File: config.mk
export PLATFORM = sky130hd
export DESIGN_NAME = mem_port_arbiter_flat
export DESIGN_NICKNAME = d
export VERILOG_FILES = /design/src/rtl/mem_port_arbiter_if.sv /design/src/rtl/mem_port_arbiter.sv /design/src/flat_wrapper.sv
export SDC_FILE = /design/constraint.sdc
export NUM_CORES = 1
export LEC_CHECK = 0
export ABC_AREA = 0
export CAP_MARGIN = 40
export CORE_ASPECT_RATIO = 0.8
export CORE_UTILIZATION = 40
export DETAILED_ROUTE_END_ITERATION = 10
export MAX_ROUTING_LAYER = met4
export PLACE_DENSITY = 0.91
export SLEW_MARGIN = 20
export SYNTH_ARGS = -nofsm -noshare
export SYNTH_HDL_FRONTEND = slang
export SYNTH_SLANG_ARGS = --single-unit
File: constraint.sdc
create_clock -name clk -period 6.78 [get_ports clk]
set_clock_uncertainty 0.1 [all_clocks]
set_input_delay 1.017 -clock clk [delete_from_list [all_inputs] [get_ports clk]]
set_output_delay 1.017 -clock clk [all_outputs]
set_load 0.02 [all_outputs]
File: src/rtl/mem_port_arbiter_if.sv
// Bus bundle between the two requesters (CPU port c_*, DMA port d_*), the arbiter and the
// single-port memory. The arbiter uses the slave modport; the requesters/memory side uses master.
interface mem_port_arbiter_if #(
  parameter int AW = 32,
  parameter int DW = 32
);
  // Handshake: a requester raises req with we/addr/wdata stable and holds it until it sees a
  // one-cycle ack; rdata is valid in that ack cycle. req high in the cycle after ack is a new request.
  logic          c_req;
  logic          c_we;
  logic [AW-1:0] c_addr;
  logic [DW-1:0] c_wdata;
  logic [DW-1:0] c_rdata;
  logic          c_ack;

  logic          d_req;
  logic          d_we;
  logic [AW-1:0] d_addr;
  logic [DW-1:0] d_wdata;
  logic [DW-1:0] d_rdata;
  logic          d_ack;

  logic          mem_en;
  logic          mem_we;
  logic [AW-1:0] mem_addr;
  logic [DW-1:0] mem_wdata;
  logic [DW-1:0] mem_rdata;

  modport slave (
    input  c_req, c_we, c_addr, c_wdata,
    output c_rdata, c_ack,
    input  d_req, d_we, d_addr, d_wdata,
    output d_rdata, d_ack,
    output mem_en, mem_we, mem_addr, mem_wdata,
    input  mem_rdata
  );

  modport master (
    output c_req, c_we, c_addr, c_wdata,
    input  c_rdata, c_ack,
    output d_req, d_we, d_addr, d_wdata,
    input  d_rdata, d_ack,
    input  mem_en, mem_we, mem_addr, mem_wdata,
    output mem_rdata
  );
endinterface

File: src/rtl/mem_port_arbiter.sv
// Serialises CPU and DMA accesses onto the unified single-port memory, sequencing MEM_LAT read latency.
// Define ARB_FIXED_PRIO_EN to give the CPU fixed priority; default build is round-robin.
module mem_port_arbiter #(
  parameter int AW      = 32,
  parameter int DW      = 32,
  parameter int MEM_LAT = 1
) (
  input  logic                clk,
  input  logic                reset,
  mem_port_arbiter_if.slave   bus,
  output logic                busy,
  output logic                owner,
  output logic [1:0]          dbg_state
);

  if (MEM_LAT < 1 || MEM_LAT > 15) begin : g_bad_mem_lat
    $error("mem_port_arbiter: MEM_LAT must be in 1..15");
  end

  typedef enum logic [1:0] {
    IDLE  = 2'd0,
    ISSUE = 2'd1,
    WAIT  = 2'd2,
    RESP  = 2'd3
  } state_t;

  localparam logic [3:0] LAT4 = 4'(MEM_LAT);

  state_t        state_q, state_d;
  logic [3:0]    cnt_q, cnt_d;
  logic          last_q, last_d;
  logic          owner_q, owner_d;
  logic          we_q, we_d;
  logic          busy_q, busy_d;
  logic          mem_en_q, mem_en_d;
  logic          mem_we_q, mem_we_d;
  logic          c_ack_q, c_ack_d;
  logic          d_ack_q, d_ack_d;
  logic [AW-1:0] addr_q, addr_d;
  logic [DW-1:0] wdata_q, wdata_d;
  logic [DW-1:0] c_rdata_q, c_rdata_d;
  logic [DW-1:0] d_rdata_q, d_rdata_d;

  logic          grant_dma;
  logic          sel_we;
  logic [AW-1:0] sel_addr;
  logic [DW-1:0] sel_wdata;

  always_comb begin
`ifdef ARB_FIXED_PRIO_EN
    grant_dma = bus.d_req & ~bus.c_req;
`else
    // On a tie the port that did not own the previous grant wins.
    grant_dma = bus.d_req & (~bus.c_req | ~last_q);
`endif
    sel_we    = grant_dma ? bus.d_we    : bus.c_we;
    sel_addr  = grant_dma ? bus.d_addr  : bus.c_addr;
    sel_wdata = grant_dma ? bus.d_wdata : bus.c_wdata;

    state_d   = state_q;
    cnt_d     = cnt_q;
    last_d    = last_q;
    owner_d   = owner_q;
    we_d      = we_q;
    addr_d    = addr_q;
    wdata_d   = wdata_q;
    c_rdata_d = c_rdata_q;
    d_rdata_d = d_rdata_q;
    mem_en_d  = 1'b0;
    mem_we_d  = 1'b0;
    c_ack_d   = 1'b0;
    d_ack_d   = 1'b0;

    case (state_q)
      IDLE: begin
        if (bus.c_req | bus.d_req) begin
          state_d  = ISSUE;
          owner_d  = grant_dma;
          last_d   = grant_dma;
          we_d     = sel_we;
          addr_d   = sel_addr;
          wdata_d  = sel_wdata;
          mem_en_d = 1'b1;
          mem_we_d = sel_we;
        end
      end
      ISSUE: begin
        cnt_d   = LAT4;
        state_d = WAIT;
      end
      WAIT: begin
        if (cnt_q == 4'd1) begin
          // mem_rdata is valid only in this last WAIT cycle.
          state_d = RESP;
          if (!we_q) begin
            if (owner_q) d_rdata_d = bus.mem_rdata;
            else         c_rdata_d = bus.mem_rdata;
          end
          c_ack_d = ~owner_q;
          d_ack_d = owner_q;
        end else begin
          cnt_d = cnt_q - 4'd1;
        end
      end
      RESP: begin
        state_d = IDLE;
      end
    endcase

    busy_d = (state_d != IDLE);
  end

  always_ff @(posedge clk or posedge reset) begin
    if (reset) begin
      state_q   <= IDLE;
      cnt_q     <= 4'd0;
      last_q    <= 1'b1;
      owner_q   <= 1'b0;
      we_q      <= 1'b0;
      busy_q    <= 1'b0;
      mem_en_q  <= 1'b0;
      mem_we_q  <= 1'b0;
      c_ack_q   <= 1'b0;
      d_ack_q   <= 1'b0;
      addr_q    <= '0;
      wdata_q   <= '0;
      c_rdata_q <= '0;
      d_rdata_q <= '0;
    end else begin
      state_q   <= state_d;
      cnt_q     <= cnt_d;
      last_q    <= last_d;
      owner_q   <= owner_d;
      we_q      <= we_d;
      busy_q    <= busy_d;
      mem_en_q  <= mem_en_d;
      mem_we_q  <= mem_we_d;
      c_ack_q   <= c_ack_d;
      d_ack_q   <= d_ack_d;
      addr_q    <= addr_d;
      wdata_q   <= wdata_d;
      c_rdata_q <= c_rdata_d;
      d_rdata_q <= d_rdata_d;
    end
  end

  assign bus.mem_en    = mem_en_q;
  assign bus.mem_we    = mem_we_q;
  assign bus.mem_addr  = addr_q;
  assign bus.mem_wdata = wdata_q;
  assign bus.c_ack     = c_ack_q;
  assign bus.d_ack     = d_ack_q;
  assign bus.c_rdata   = c_rdata_q;
  assign bus.d_rdata   = d_rdata_q;
  assign busy          = busy_q;
  assign owner         = owner_q;
  assign dbg_state     = state_q;

endmodule
File: src/flat_wrapper.sv
// flat-port wrapper written by rule: the top's interface ports become plain ports
module mem_port_arbiter_flat 
#(
  parameter int AW      = 32,
  parameter int DW      = 32,
  parameter int MEM_LAT = 1
)
  (clk, reset, busy, owner, dbg_state, bus_c_req, bus_c_we, bus_c_addr, bus_c_wdata, bus_c_rdata, bus_c_ack, bus_d_req, bus_d_we, bus_d_addr, bus_d_wdata, bus_d_rdata, bus_d_ack, bus_mem_en, bus_mem_we, bus_mem_addr, bus_mem_wdata, bus_mem_rdata);
  mem_port_arbiter_if #(.AW(AW), .DW(DW)) bus_i ();
  input  logic clk;
  input  logic reset;
  output logic busy;
  output logic owner;
  output logic [1:0] dbg_state;
  input wire logic [$bits(bus_i.c_req)-1:0] bus_c_req;
  input wire logic [$bits(bus_i.c_we)-1:0] bus_c_we;
  input wire logic [$bits(bus_i.c_addr)-1:0] bus_c_addr;
  input wire logic [$bits(bus_i.c_wdata)-1:0] bus_c_wdata;
  output wire logic [$bits(bus_i.c_rdata)-1:0] bus_c_rdata;
  output wire logic [$bits(bus_i.c_ack)-1:0] bus_c_ack;
  input wire logic [$bits(bus_i.d_req)-1:0] bus_d_req;
  input wire logic [$bits(bus_i.d_we)-1:0] bus_d_we;
  input wire logic [$bits(bus_i.d_addr)-1:0] bus_d_addr;
  input wire logic [$bits(bus_i.d_wdata)-1:0] bus_d_wdata;
  output wire logic [$bits(bus_i.d_rdata)-1:0] bus_d_rdata;
  output wire logic [$bits(bus_i.d_ack)-1:0] bus_d_ack;
  output wire logic [$bits(bus_i.mem_en)-1:0] bus_mem_en;
  output wire logic [$bits(bus_i.mem_we)-1:0] bus_mem_we;
  output wire logic [$bits(bus_i.mem_addr)-1:0] bus_mem_addr;
  output wire logic [$bits(bus_i.mem_wdata)-1:0] bus_mem_wdata;
  input wire logic [$bits(bus_i.mem_rdata)-1:0] bus_mem_rdata;
  assign bus_i.c_req = bus_c_req;
  assign bus_i.c_we = bus_c_we;
  assign bus_i.c_addr = bus_c_addr;
  assign bus_i.c_wdata = bus_c_wdata;
  assign bus_c_rdata = bus_i.c_rdata;
  assign bus_c_ack = bus_i.c_ack;
  assign bus_i.d_req = bus_d_req;
  assign bus_i.d_we = bus_d_we;
  assign bus_i.d_addr = bus_d_addr;
  assign bus_i.d_wdata = bus_d_wdata;
  assign bus_d_rdata = bus_i.d_rdata;
  assign bus_d_ack = bus_i.d_ack;
  assign bus_mem_en = bus_i.mem_en;
  assign bus_mem_we = bus_i.mem_we;
  assign bus_mem_addr = bus_i.mem_addr;
  assign bus_mem_wdata = bus_i.mem_wdata;
  assign bus_i.mem_rdata = bus_mem_rdata;
  mem_port_arbiter #(.AW(AW), .DW(DW), .MEM_LAT(MEM_LAT)) u_core (.clk(clk), .reset(reset), .bus(bus_i), .busy(busy), .owner(owner), .dbg_state(dbg_state));
endmodule
==> impl_results.html, run 1 <==
<table>
<tr><th>Metric</th><th>Value</th></tr>
<tr><th colspan="2">Run status</th></tr>
<tr><td>Result of the run</td><td>finished with violations</td></tr>
<tr><td>Failing checks</td><td>design-rule violations</td></tr>
<tr><th colspan="2">Pwr</th></tr>
<tr><td>Largest vdd supply drop</td><td>0.244 mV</td></tr>
<tr><td>Standby leakage power</td><td>4.12 nW</td></tr>
<tr><td>PwrDens</td><td>507 mW/mm²</td></tr>
<tr><th colspan="2">Detailed routing</th></tr>
<tr><td>Violation count after the first detailed-routing iteration</td><td>352</td></tr>
<tr><td>Routed wire per std cell</td><td>17.3 µm</td></tr>
<tr><td>Per-cell via count in the routed design</td><td>5.08</td></tr>
<tr><td>DRT Wirelength</td><td>17900 µm</td></tr>
<tr><td>Count of TritonRoute iterations in the first routing pass</td><td>9</td></tr>
<tr><td>DRT antenna net count</td><td>0</td></tr>
<tr><td>Routed vias</td><td>5253</td></tr>
<tr><td>DRC Markers</td><td>40</td></tr>
<tr><th colspan="2">Worst hold path</th></tr>
<tr><td>Worst min-delay path endpoint</td><td>u_core.bus.c_ack$_DFF_PP0_</td></tr>
<tr><td>Hold wc startpoint</td><td>u_core.owner$_DFFE_PP0P_</td></tr>
<tr><td>HP Class</td><td>flip-flop to flip-flop</td></tr>
<tr><td>Number of stages on the worst hold path</td><td>1</td></tr>
<tr><th colspan="2">Critical path</th></tr>
<tr><td>Startpoint of the most critical register-to-register path</td><td>u_core.dbg_state[0]$_DFF_PP0_</td></tr>
<tr><td>Req. time, crit path</td><td>6.98 ns</td></tr>
<tr><td>WP buf/inv</td><td>3</td></tr>
<tr><td>Arrival @ worst endpoint</td><td>2.92 ns</td></tr>
<tr><td>Max Fanout on Critical Path</td><td>47</td></tr>
<tr><td>Critical path cell sequence</td><td>clkdlybuf4s50_1, o21ai_4, inv_2, buf_4, o32a_1, or2_1</td></tr>
<tr><td>Crit path largest cell delay</td><td>0.53 ns</td></tr>
<tr><td>Cell with the largest stage delay on the worst path</td><td>clkdlybuf4s50_1</td></tr>
<tr><td>Dominant delay contributor by cell family on the critical path</td><td>buffers and inverters</td></tr>
<tr><td>Type of the worst setup path</td><td>input pin to flip-flop</td></tr>
<tr><td>Worst reg2reg path depth</td><td>6</td></tr>
<tr><td>Setup crit start kind</td><td>input pin</td></tr>
<tr><td>R2R setup slack</td><td>4.40 ns</td></tr>
<tr><td>Critical R2R Capture</td><td>u_core.bus.d_rdata[31]$_DFFE_PP0P_</td></tr>
<tr><td>Type of element capturing the critical path</td><td>flip-flop</td></tr>
<tr><th colspan="2">Global route</th></tr>
<tr><td>Total routing usage reported by global routing</td><td>0.251</td></tr>
<tr><td>Pin count of the biggest net entering global routing</td><td>69</td></tr>
<tr><td>Gr busiest metal</td><td>met2</td></tr>
<tr><td>Met2 track utilization from global routing</td><td>0.423</td></tr>
<tr><td>Wire length of the first global-routing pass</td><td>29000 µm</td></tr>
<tr><td>Initial antenna violation count</td><td>0</td></tr>
<tr><td>Remaining global-route overflow</td><td>0</td></tr>
<tr><td>Number of global-route vias before repair</td><td>5482</td></tr>
<tr><td>Global routing usage on met1</td><td>0.288</td></tr>
<tr><td>Grt met3 use</td><td>0.0652</td></tr>
<tr><th colspan="2">Die</th></tr>
<tr><td>Area of the core region</td><td>0.0144 mm²</td></tr>
<tr><td>Die width</td><td>138 µm</td></tr>
<tr><td>Vertical extent of the die</td><td>111 µm</td></tr>
<tr><td>Top-level I/O count</td><td>302</td></tr>
<tr><td>Initial core utilization</td><td>0.414</td></tr>
<tr><td>FP Rows</td><td>39</td></tr>
<tr><td>Die area</td><td>0.0154 mm²</td></tr>
<tr><th colspan="2">Logic synthesis</th></tr>
<tr><td>Top_reg_cell synth</td><td>dfrtp_1</td></tr>
<tr><td>Register bit count reported by yosys</td><td>142</td></tr>
<tr><td>Number of distinct standard cells referenced by the synthesized netlist</td><td>36</td></tr>
<tr><td>Syn Inst Count</td><td>545</td></tr>
<tr><td>Number of flops mapped to enable cells by yosys</td><td>0</td></tr>
<tr><td>Netlist area before placement</td><td>0.00595 mm²</td></tr>
<tr><td>Mean Syn Cell Area</td><td>10.9 µm²</td></tr>
<tr><td>Post-synthesis net count</td><td>716</td></tr>
<tr><td>Total of warnings raised by yosys</td><td>0</td></tr>
<tr><td>Sequential share of the synthesized area</td><td>0.597</td></tr>
<tr><td>Post-synth ARST share</td><td>1.00</td></tr>
<tr><th colspan="2">Timing</th></tr>
<tr><td>Max frequency</td><td>368 MHz</td></tr>
<tr><td>Post-route worst hold slack</td><td>0.394 ns</td></tr>
<tr><td>Final total negative setup slack</td><td>0 ns</td></tr>
<tr><td>Max transition margin</td><td>0.520</td></tr>
<tr><td>Final cycle utilization of the critical path</td><td>0.401</td></tr>
<tr><td>Number of setup violations in the final report</td><td>0</td></tr>
<tr><td>Number of max-slew violations in the final report</td><td>0</td></tr>
<tr><td>Shortest clock period the worst path allows after layout</td><td>2.72 ns</td></tr>
<tr><td>RSZ-0062 raised after global routing</td><td>false</td></tr>
<tr><td>Actual slew at the worst max-slew pin</td><td>0.720 ns</td></tr>
<tr><td>Final hold violation count</td><td>0</td></tr>
<tr><th colspan="2">Cells and area</th></tr>
<tr><td>Antenna cells</td><td>0</td></tr>
<tr><td>Final core area utilization</td><td>0.676</td></tr>
<tr><td>Synth-to-Final Area Change</td><td>63.4%</td></tr>
<tr><td>Highest-count cells in the layout ignoring fill and taps</td><td>301 x clkdlybuf4s50_1, 141 x dfrtp_1, 131 x a21oi_1</td></tr>
<tr><td>Number of nets in the layout</td><td>1009</td></tr>
<tr><td>Share of final-layout standard cells stronger than drive strength 1</td><td>0.135</td></tr>
<tr><td>Commonest non-fill, non-tap cell in the layout</td><td>clkdlybuf4s50_1</td></tr>
<tr><th colspan="2">Clocking</th></tr>
<tr><td>Clock net sink count</td><td>142</td></tr>
<tr><td>Largest buffer count on any clock path</td><td>2</td></tr>
<tr><td>Number of clock buffers inserted by TritonCTS</td><td>17</td></tr>
<tr><td>Clock-pin slew of the registers on the worst-case setup and hold paths</td><td>0.06 ns</td></tr>
<tr><td>Post-cts sizing count</td><td>0</td></tr>
<tr><td>CTS tree</td><td>done</td></tr>
<tr><td>Post-CTS setup buffer count</td><td>0</td></tr>
<tr><td>Number of hold buffers added after CTS</td><td>0</td></tr>
<tr><td>Clock Root Buffer</td><td>clkbuf_16</td></tr>
<tr><td>H-tree depth reported by CTS</td><td>4</td></tr>
<tr><td>Insertion delay of the later-clocked pin in the worst-skew pair</td><td>0.42 ns</td></tr>
<tr><th colspan="2">Place</th></tr>
<tr><td>Number of buffers added on ports</td><td>301</td></tr>
<tr><td>Post-detailed-placement half-perimeter wirelength</td><td>13000 µm</td></tr>
<tr><td>Final weighted congestion in routability-driven placement</td><td>0.863</td></tr>
<tr><th colspan="2">Flow run</th></tr>
<tr><td>Max-cap violations</td><td>0</td></tr>
</table>
report_power, final:
| group | leakage [nW] | switching (mW) | internal [mW] | total [mW] |
|---|---|---|---|---|
| registers | 1.63 | 0.244 | 1.28 | 1.53 |
| logic | 2.21 | 1.27 | 1.20 | 2.47 |
| clock network | 0.280 | 0.386 | 0.552 | 0.939 |
| total | 4.12 | 1.90 | 3.03 | 4.93 |
cell families (layout without fill, tap and decap cells):
| group | Yosys count | after routing | synth area share |
|---|---|---|---|
| AOI/OAI and AO/OA | 141 | 141 | 0.123 |
| adders and majority gates | 5 | 5 | 0.0105 |
| buffers and inverters | 43 | 349 | 0.0387 |
| DFF | 142 | 142 | 0.597 |
| muxes | 66 | 66 | 0.127 |
| and+or+nand+nor | 148 | 148 | 0.104 |
stage by stage:
step                      instance area, µm²  worst slack (ns)  total power, mW  std cells
after floorplan                         5950              1.86             2.83        545
after global placement                  9060              3.68             3.91       1000
after detailed placement                9130              3.65             4.01       1003
after CTS                               9730              4.08             4.97       1035
after global routing                    9730              3.97             5.20       1035
final                                   9730              4.06             4.93       1035
routing by layer:
| metal | up-vias | wire [µm] |
|---|---|---|
| li1 | 2438 | - |
| met1 | 2530 | 6830 |
| met2 | 255 | 9130 |
| met3 | 30 | 1480 |
| met4 | 0 | 429 |
| met5 | - | 0 |
sequential cells by signal, summed over array words and instances (netlist names):
| signal | count |
|---|---|
| u_core.bus.mem_wdata | 32 |
| u_core.cnt_q | 4 |
| u_core.bus.mem_addr | 32 |
| u_core.bus.c_ack | 1 |
| u_core.we_q | 1 |
| u_core.bus.d_ack | 1 |
| u_core.bus.mem_we | 1 |
| u_core.bus.d_rdata | 32 |
| u_core.last_q | 1 |
| u_core.dbg_state | 2 |
| u_core.busy | 1 |
| u_core.bus.mem_en | 1 |
| u_core.bus.c_rdata | 32 |
| u_core.owner | 1 |
synthesized netlist by cell type (2+ instances only):
| library cell | count | share of area |
|---|---|---|
| dfrtp_1 | 141 | 0.59 |
| a21oi_1 | 131 | 0.11 |
| nor2_1 | 69 | 0.044 |
| nand2_1 | 66 | 0.042 |
| mux2_2 | 60 | 0.11 |
| buf_2 | 16 | 0.013 |
| clkbuf_1 | 7 | 0.0044 |
| inv_1 | 7 | 0.0044 |
| buf_6 | 6 | 0.011 |
| buf_1 | 5 | 0.0032 |
| ha_1 | 5 | 0.011 |
| mux2_4 | 4 | 0.010 |
| a31oi_1 | 2 | 0.0021 |
| mux2i_1 | 2 | 0.0034 |
| nand3_2 | 2 | 0.0034 |
| o21ai_0 | 2 | 0.0017 |
area by class of cell:
cell class	count	area [µm²]
multi-input combinational	360	2190
fill	1063	4670
clock buffer	17	425
tap	184	230
inverter	8	35.0
clock inverter	15	171
sequential	142	3550
timing repair buffer	309	3120
worst register-to-register path, stage by stage (launching register included):
cell,delay [ns]
dfrtp_1,0.42
inv_1,0.10
ha_1,0.35
and2b_1,0.25
nand3_2,0.42
buf_16,0.34
mux2_4,0.31
worst max path at each step:
stage | from | to | slack (ns) | depth (start not counted)
6_report | bus_c_req | u_core.busy$_DFF_PP0_ | 4.06 | 6
5_1_grt | bus_c_req | u_core.busy$_DFF_PP0_ | 3.97 | 6
4_1_cts | bus_c_req | u_core.busy$_DFF_PP0_ | 4.08 | 6
3_5_place_dp | bus_c_req | u_core.busy$_DFF_PP0_ | 3.65 | 6
3_3_place_gp | bus_c_req | u_core.busy$_DFF_PP0_ | 3.68 | 6
2_1_floorplan | reset | u_core.bus.c_ack$_DFF_PP0_ | 1.86 | 1
Note: power is estimated with default switching activity, not from simulation.
==> run 2: changes to the inputs <==
clock period = 2.6 ns   (was 6.78 ns; I/O delays follow)
==> impl_results.html, run 2 (synthesized netlist as in run 1, its figures left out) <==
<table>
<tr><th>Metric</th><th>Value</th></tr>
<tr><th colspan="2">Timing</th></tr>
<tr><td>Number of max-slew violations in the final report</td><td>0</td></tr>
<tr><td>Shortest clock period the worst path allows after layout</td><td>2.07 ns</td></tr>
<tr><td>Final cycle utilization of the critical path</td><td>0.796</td></tr>
<tr><td>Final total negative setup slack</td><td>0 ns</td></tr>
<tr><td>RSZ-0062 raised after global routing</td><td>false</td></tr>
<tr><td>Final worst-path setup slack</td><td>0.531 ns</td></tr>
<tr><td>Max transition margin</td><td>0.605</td></tr>
<tr><td>Final hold violation count</td><td>0</td></tr>
<tr><td>Post-route worst hold slack</td><td>0.323 ns</td></tr>
<tr><td>Number of setup violations in the final report</td><td>0</td></tr>
<tr><td>Max frequency</td><td>483 MHz</td></tr>
<tr><td>Actual slew at the worst max-slew pin</td><td>0.593 ns</td></tr>
<tr><th colspan="2">Clocking</th></tr>
<tr><td>Largest buffer count on any clock path</td><td>2</td></tr>
<tr><td>Number of clock buffers inserted by TritonCTS</td><td>17</td></tr>
<tr><td>Number of hold buffers added after CTS</td><td>0</td></tr>
<tr><td>Clock Root Buffer</td><td>clkbuf_16</td></tr>
<tr><td>Post-cts sizing count</td><td>0</td></tr>
<tr><td>CTS tree</td><td>done</td></tr>
<tr><td>Clock net sink count</td><td>142</td></tr>
<tr><td>Clock-pin slew of the registers on the worst-case setup and hold paths</td><td>0.06 ns</td></tr>
<tr><td>H-tree depth reported by CTS</td><td>4</td></tr>
<tr><td>Post-CTS setup buffer count</td><td>0</td></tr>
<tr><td>Insertion delay of the later-clocked pin in the worst-skew pair</td><td>0.41 ns</td></tr>
<tr><th colspan="2">Cells and area</th></tr>
<tr><td>Area of the multi-input gates</td><td>0.00219 mm²</td></tr>
<tr><td>Antenna cells</td><td>0</td></tr>
<tr><td>Register cell area after layout</td><td>0.00355 mm²</td></tr>
<tr><td>Post-route cell area</td><td>0.00981 mm²</td></tr>
<tr><td>Synth-to-Final Area Change</td><td>64.8%</td></tr>
<tr><td>Commonest non-fill, non-tap cell in the layout</td><td>clkdlybuf4s50_1</td></tr>
<tr><td>Highest-count cells in the layout ignoring fill and taps</td><td>301 x clkdlybuf4s50_1, 141 x dfrtp_1, 131 x a21oi_1</td></tr>
<tr><td>Number of nets in the layout</td><td>1013</td></tr>
<tr><td>Share of final-layout standard cells stronger than drive strength 1</td><td>0.138</td></tr>
<tr><td>Layout filler cell count</td><td>1011</td></tr>
<tr><th colspan="2">Critical path</th></tr>
<tr><td>Type of element capturing the critical path</td><td>flip-flop</td></tr>
<tr><td>Type of the worst setup path</td><td>flip-flop to flip-flop</td></tr>
<tr><td>Arrival @ worst endpoint</td><td>2.30 ns</td></tr>
<tr><td>Worst reg2reg path depth</td><td>7</td></tr>
<tr><td>Critical path cell sequence</td><td>inv_1, ha_1, o21ai_4, inv_2, buf_4, nor2_1, a21oi_1</td></tr>
<tr><td>Setup crit start kind</td><td>flip-flop</td></tr>
<tr><td>Cell with the largest stage delay on the worst path</td><td>buf_4</td></tr>
<tr><td>Crit path largest cell delay</td><td>0.47 ns</td></tr>
<tr><td>Max Fanout on Critical Path</td><td>52</td></tr>
<tr><td>Req. time, crit path</td><td>2.83 ns</td></tr>
<tr><th colspan="2">Pwr</th></tr>
<tr><td>Fraction of power consumed by combinational cells</td><td>0.501</td></tr>
<tr><td>Internal Pwr Total</td><td>8.04 mW</td></tr>
<tr><td>Proportion of total power due to net switching</td><td>0.381</td></tr>
<tr><td>Largest vdd supply drop</td><td>0.697 mV</td></tr>
<tr><td>Share of power burned in registers</td><td>0.307</td></tr>
<tr><td>Standby leakage power</td><td>4.17 nW</td></tr>
<tr><td>Net load switching power</td><td>4.96 mW</td></tr>
<tr><td>PwrDens</td><td>1330 mW/mm²</td></tr>
<tr><td>Total power after layout</td><td>13.0 mW</td></tr>
<tr><td>Clk network pwr share</td><td>0.192</td></tr>
<tr><th colspan="2">Die</th></tr>
<tr><td>FP Rows</td><td>39</td></tr>
<tr><td>Die width</td><td>138 µm</td></tr>
<tr><td>Vertical extent of the die</td><td>111 µm</td></tr>
<tr><td>Area of the core region</td><td>0.0144 mm²</td></tr>
<tr><td>Top-level I/O count</td><td>302</td></tr>
<tr><td>Die area</td><td>0.0154 mm²</td></tr>
<tr><td>Initial core utilization</td><td>0.414</td></tr>
<tr><th colspan="2">Run status</th></tr>
<tr><td>Failing checks</td><td>design-rule violations</td></tr>
<tr><td>Result of the run</td><td>finished with violations</td></tr>
<tr><th colspan="2">Detailed routing</th></tr>
<tr><td>DRT Wirelength</td><td>18300 µm</td></tr>
<tr><td>DRT antenna net count</td><td>0</td></tr>
<tr><td>Per-cell via count in the routed design</td><td>5.09</td></tr>
<tr><td>Count of TritonRoute iterations in the first routing pass</td><td>7</td></tr>
<tr><td>DRC Markers</td><td>40</td></tr>
<tr><td>Violation count after the first detailed-routing iteration</td><td>293</td></tr>
<tr><td>Routed vias</td><td>5291</td></tr>
<tr><td>Routed wire per std cell</td><td>17.6 µm</td></tr>
<tr><th colspan="2">Place</th></tr>
<tr><td>Post-detailed-placement half-perimeter wirelength</td><td>13200 µm</td></tr>
<tr><td>Worst slack after detailed placement</td><td>0.446 ns</td></tr>
<tr><td>Cell area after placement</td><td>0.00920 mm²</td></tr>
<tr><td>Final weighted congestion in routability-driven placement</td><td>0.828</td></tr>
<tr><td>Number of buffers added on ports</td><td>301</td></tr>
<tr><th colspan="2">Global route</th></tr>
<tr><td>Number of global-route vias before repair</td><td>5464</td></tr>
<tr><td>Total routing usage reported by global routing</td><td>0.255</td></tr>
<tr><td>Wire length of the first global-routing pass</td><td>29200 µm</td></tr>
<tr><td>Pin count of the biggest net entering global routing</td><td>85</td></tr>
<tr><td>Remaining global-route overflow</td><td>0</td></tr>
<tr><td>Initial antenna violation count</td><td>0</td></tr>
<tr><th colspan="2">Worst hold path</th></tr>
<tr><td>HP Class</td><td>input pin to asynchronous set/reset pin</td></tr>
<tr><th colspan="2">Flow run</th></tr>
<tr><td>Max-cap violations</td><td>0</td></tr>
</table>
==> run 2: changes by cell type in the layout (fill, tap and decap cells not counted) <==
cell and change:
clkbuf_1 +1, clkinv_2 +2, bufinv_16 +1, buf_16 -1
clkinv_4 +1, clkinvlp_4 -1, inv_6 -4, buf_12 +5
==> run 2: area by class of cell <==
class                           count  share of cell area
Sequential cell                   142               0.362
Timing Repair Buffer              313               0.325
Multi-Input combinational cell    360               0.223
Clock buffer                       18              0.0438
Tap cell                          184              0.0235
Clock inverter                     14              0.0182
Inverter                            8             0.00344
==> run 2: worst paths after layout <==
path                                                         start                                  end  slack [ns]
worst max-delay path                 u_core.dbg_state[0]$_DFF_PP0_  u_core.bus.mem_addr[11]$_DFFE_PP0P_        0.53
worst min-delay path                                         reset  u_core.bus.mem_addr[21]$_DFFE_PP0P_        0.32
worst max register to register       u_core.dbg_state[0]$_DFF_PP0_  u_core.bus.mem_addr[11]$_DFFE_PP0P_        0.53
worst min register to register  u_core.bus.d_rdata[27]$_DFFE_PP0P_   u_core.bus.d_rdata[27]$_DFFE_PP0P_        0.40
max in group asynchronous                                    reset            u_core.last_q$_DFFE_PP1P_        1.65
min in group clk                u_core.bus.d_rdata[27]$_DFFE_PP0P_   u_core.bus.d_rdata[27]$_DFFE_PP0P_        0.40
==> run 2: worst max-delay path, delay by kind of cell, from the launching register on <==
family,cells,cell delay [ns]
adders and majority gates,1,0.32
buffers and inverters,3,0.64
and+or+nand+nor,1,0.16
DFF,1,0.41
AOI/OAI and AO/OA,2,0.31
==> run 2: power by group through the flow <==
stage / Sequential, mW / Clock, mW / Combinational (mW)
floorplan: 5.25 / 0 / 2.12
global placement: 3.91 / 0 / 6.36
detailed placement: 4.00 / 0 / 6.51
CTS: 3.99 / 2.54 / 6.56
global route: 4.13 / 2.65 / 6.90
finish: 3.99 / 2.49 / 6.51
==> run 2: through the flow <==
stage          std cells  utilization
2_1_floorplan        545            -
3_3_place_gp        1007        0.639
3_5_place_dp        1007        0.639
4_1_cts             1039        0.681
5_1_grt             1039        0.681
6_report            1039        0.681
==> run 2: metal layers <==
metal	vias up	GRT usage	part of all wire
met4	0	0.131	0.037
li1	2447	-	-
met3	54	0.0609	0.069
met1	2532	0.288	0.39
met2	258	0.423	0.51
met5	-	-	0
==> run 3: changes to the inputs <==
clock period = 2 ns   (was 2.6 ns; I/O delays follow)
==> impl_results.html, run 3 (synthesized netlist as in run 1, its figures left out) <==
<table>
<tr><th>Metric</th><th>Value</th></tr>
<tr><th colspan="2">Run status</th></tr>
<tr><td>Result of the run</td><td>finished with violations</td></tr>
<tr><td>Failing checks</td><td>design-rule violations</td></tr>
<tr><th colspan="2">Detailed routing</th></tr>
<tr><td>Routed wire per std cell</td><td>18.2 µm</td></tr>
<tr><td>DRT antenna net count</td><td>0</td></tr>
<tr><td>DRC Markers</td><td>41</td></tr>
<tr><td>DRT Wirelength</td><td>19000 µm</td></tr>
<tr><td>Count of TritonRoute iterations in the first routing pass</td><td>8</td></tr>
<tr><td>Routed vias</td><td>5333</td></tr>
<tr><td>Violation count after the first detailed-routing iteration</td><td>302</td></tr>
<tr><td>Per-cell via count in the routed design</td><td>5.09</td></tr>
<tr><th colspan="2">Critical path</th></tr>
<tr><td>Dominant delay contributor by cell family on the critical path</td><td>flip-flops</td></tr>
<tr><td>Crit path largest cell delay</td><td>0.40 ns</td></tr>
<tr><td>Setup crit start kind</td><td>flip-flop</td></tr>
<tr><td>Arrival @ worst endpoint</td><td>2.06 ns</td></tr>
<tr><td>Critical path cell sequence</td><td>inv_1, ha_1, and2b_1, nand3_2, buf_12, mux2_2</td></tr>
<tr><td>Req. time, crit path</td><td>2.20 ns</td></tr>
<tr><td>Worst reg2reg path depth</td><td>6</td></tr>
<tr><td>R2R setup slack</td><td>0.14 ns</td></tr>
<tr><td>Type of the worst setup path</td><td>flip-flop to flip-flop</td></tr>
<tr><td>Startpoint of the most critical register-to-register path</td><td>u_core.dbg_state[0]$_DFF_PP0_</td></tr>
<tr><td>Type of element capturing the critical path</td><td>flip-flop</td></tr>
<tr><td>Critical R2R Capture</td><td>u_core.bus.d_rdata[13]$_DFFE_PP0P_</td></tr>
<tr><td>WP buf/inv</td><td>2</td></tr>
<tr><td>Cell with the largest stage delay on the worst path</td><td>dfrtp_1</td></tr>
<tr><td>Max Fanout on Critical Path</td><td>32</td></tr>
<tr><th colspan="2">Clocking</th></tr>
<tr><td>H-tree depth reported by CTS</td><td>4</td></tr>
<tr><td>Number of clock buffers inserted by TritonCTS</td><td>17</td></tr>
<tr><td>Post-CTS setup buffer count</td><td>0</td></tr>
<tr><td>CTS tree</td><td>done</td></tr>
<tr><td>Clock-pin slew of the registers on the worst-case setup and hold paths</td><td>0.06 ns</td></tr>
<tr><td>Clock Root Buffer</td><td>clkbuf_16</td></tr>
<tr><td>Largest buffer count on any clock path</td><td>2</td></tr>
<tr><td>Insertion delay of the later-clocked pin in the worst-skew pair</td><td>0.41 ns</td></tr>
<tr><td>Clock net sink count</td><td>142</td></tr>
<tr><td>Number of hold buffers added after CTS</td><td>0</td></tr>
<tr><td>Post-cts sizing count</td><td>0</td></tr>
<tr><th colspan="2">Die</th></tr>
<tr><td>Initial core utilization</td><td>0.414</td></tr>
<tr><td>Die width</td><td>138 µm</td></tr>
<tr><td>Die area</td><td>0.0154 mm²</td></tr>
<tr><td>Area of the core region</td><td>0.0144 mm²</td></tr>
<tr><td>Top-level I/O count</td><td>302</td></tr>
<tr><td>Vertical extent of the die</td><td>111 µm</td></tr>
<tr><td>FP Rows</td><td>39</td></tr>
<tr><th colspan="2">Place</th></tr>
<tr><td>Post-detailed-placement half-perimeter wirelength</td><td>13800 µm</td></tr>
<tr><td>Number of buffers added on ports</td><td>301</td></tr>
<tr><td>Final weighted congestion in routability-driven placement</td><td>0.834</td></tr>
<tr><td>Worst slack after detailed placement</td><td>0.0848 ns</td></tr>
<tr><th colspan="2">Global route</th></tr>
<tr><td>Initial antenna violation count</td><td>0</td></tr>
<tr><td>Wire length of the first global-routing pass</td><td>30200 µm</td></tr>
<tr><td>Remaining global-route overflow</td><td>0</td></tr>
<tr><td>Pin count of the biggest net entering global routing</td><td>56</td></tr>
<tr><td>Total routing usage reported by global routing</td><td>0.266</td></tr>
<tr><td>Number of global-route vias before repair</td><td>5593</td></tr>
<tr><th colspan="2">Worst hold path</th></tr>
<tr><td>HP Class</td><td>input pin to asynchronous set/reset pin</td></tr>
<tr><th colspan="2">Timing</th></tr>
<tr><td>Number of setup violations in the final report</td><td>0</td></tr>
<tr><td>RSZ-0062 raised after global routing</td><td>false</td></tr>
<tr><td>Final hold violation count</td><td>0</td></tr>
<tr><td>Shortest clock period the worst path allows after layout</td><td>1.86 ns</td></tr>
<tr><td>Final cycle utilization of the critical path</td><td>0.930</td></tr>
<tr><td>Max transition margin</td><td>0.686</td></tr>
<tr><td>Max frequency</td><td>538 MHz</td></tr>
<tr><td>Final worst-path setup slack</td><td>0.140 ns</td></tr>
<tr><td>Number of max-slew violations in the final report</td><td>0</td></tr>
<tr><td>Actual slew at the worst max-slew pin</td><td>0.471 ns</td></tr>
<tr><th colspan="2">Cells and area</th></tr>
<tr><td>Highest-count cells in the layout ignoring fill and taps</td><td>301 x clkdlybuf4s50_1, 141 x dfrtp_1, 131 x a21oi_1</td></tr>
<tr><td>Layout filler cell count</td><td>1026</td></tr>
<tr><td>Final core area utilization</td><td>0.686</td></tr>
<tr><td>Register cell area after layout</td><td>0.00355 mm²</td></tr>
<tr><td>Number of nets in the layout</td><td>1022</td></tr>
<tr><td>Commonest non-fill, non-tap cell in the layout</td><td>clkdlybuf4s50_1</td></tr>
<tr><td>Share of final-layout standard cells stronger than drive strength 1</td><td>0.148</td></tr>
<tr><td>Antenna cells</td><td>0</td></tr>
<tr><td>Synth-to-Final Area Change</td><td>65.9%</td></tr>
<tr><td>Area of the multi-input gates</td><td>0.00219 mm²</td></tr>
<tr><th colspan="2">Pwr</th></tr>
<tr><td>PwrDens</td><td>1710 mW/mm²</td></tr>
<tr><td>Standby leakage power</td><td>4.20 nW</td></tr>
<tr><td>Largest vdd supply drop</td><td>0.801 mV</td></tr>
<tr><th colspan="2">Flow run</th></tr>
<tr><td>Max-cap violations</td><td>0</td></tr>
</table>
==> run 3: cell types whose count changed in the layout (fill, tap and decap cells not counted), sizes merged <==
cell      before  now
clkinvlp       3    5
clkinv         4    2
inv           12   15
buf           12   21
bufinv         3    0
==> run 3: worst max-delay path by stage <==
stage                     depth (start not counted)                                    to  slack, ns                                start
after floorplan                                   1            u_core.bus.c_ack$_DFF_PP0_      -0.18                                reset
after global placement                            5                 u_core.busy$_DFF_PP0_       0.14                            bus_d_req
after detailed placement                          5  u_core.bus.mem_wdata[19]$_DFFE_PP0P_       0.08                            bus_d_req
after CTS                                         1                      bus_mem_addr[16]        0.1  u_core.bus.mem_addr[16]$_DFFE_PP0P_
after global routing                              6    u_core.bus.d_rdata[13]$_DFFE_PP0P_       0.08        u_core.dbg_state[0]$_DFF_PP0_
final                                             6    u_core.bus.d_rdata[13]$_DFFE_PP0P_       0.14        u_core.dbg_state[0]$_DFF_PP0_
==> run 3: metrics by stage <==
stage,hold slack [ns],cells,cell area (µm²),power (mW),setup TNS [ns]
floorplan,0.263,545,5960,9.59,-24.85
global placement,0.386,1016,9320,13.5,0
detailed placement,0.391,1016,9320,13.8,0
CTS,0.142,1048,9880,17.0,0
global route,0.162,1048,9880,17.8,0
finish,0.152,1048,9880,16.9,0
==> run 3: final cells by class <==
class                   count  share of cell area
clock buffers              18              0.0445
flip-flops and latches    142               0.360
inverters                   8             0.00342
well taps                 184              0.0233
multi-input cells         360               0.222
repair buffers            322               0.335
clock inverters            14              0.0123
==> run 3: routing by layer <==
metal | vias to the layer above | GRT usage | part of all wire
li1 | 2468 | - | -
met1 | 2552 | 0.283 | 0.37
met2 | 264 | 0.458 | 0.52
met3 | 49 | 0.0765 | 0.078
met4 | 0 | 0.126 | 0.037
met5 | - | - | 0
==> run 3: report_power, final <==
part,internal [mW],switching [mW],total [mW],leakage [nW]
sequential,4.35,0.860,5.21,1.63
clock,1.66,1.34,3.00,0.266
combinational,4.22,4.43,8.65,2.30
total,10.2,6.63,16.9,4.20
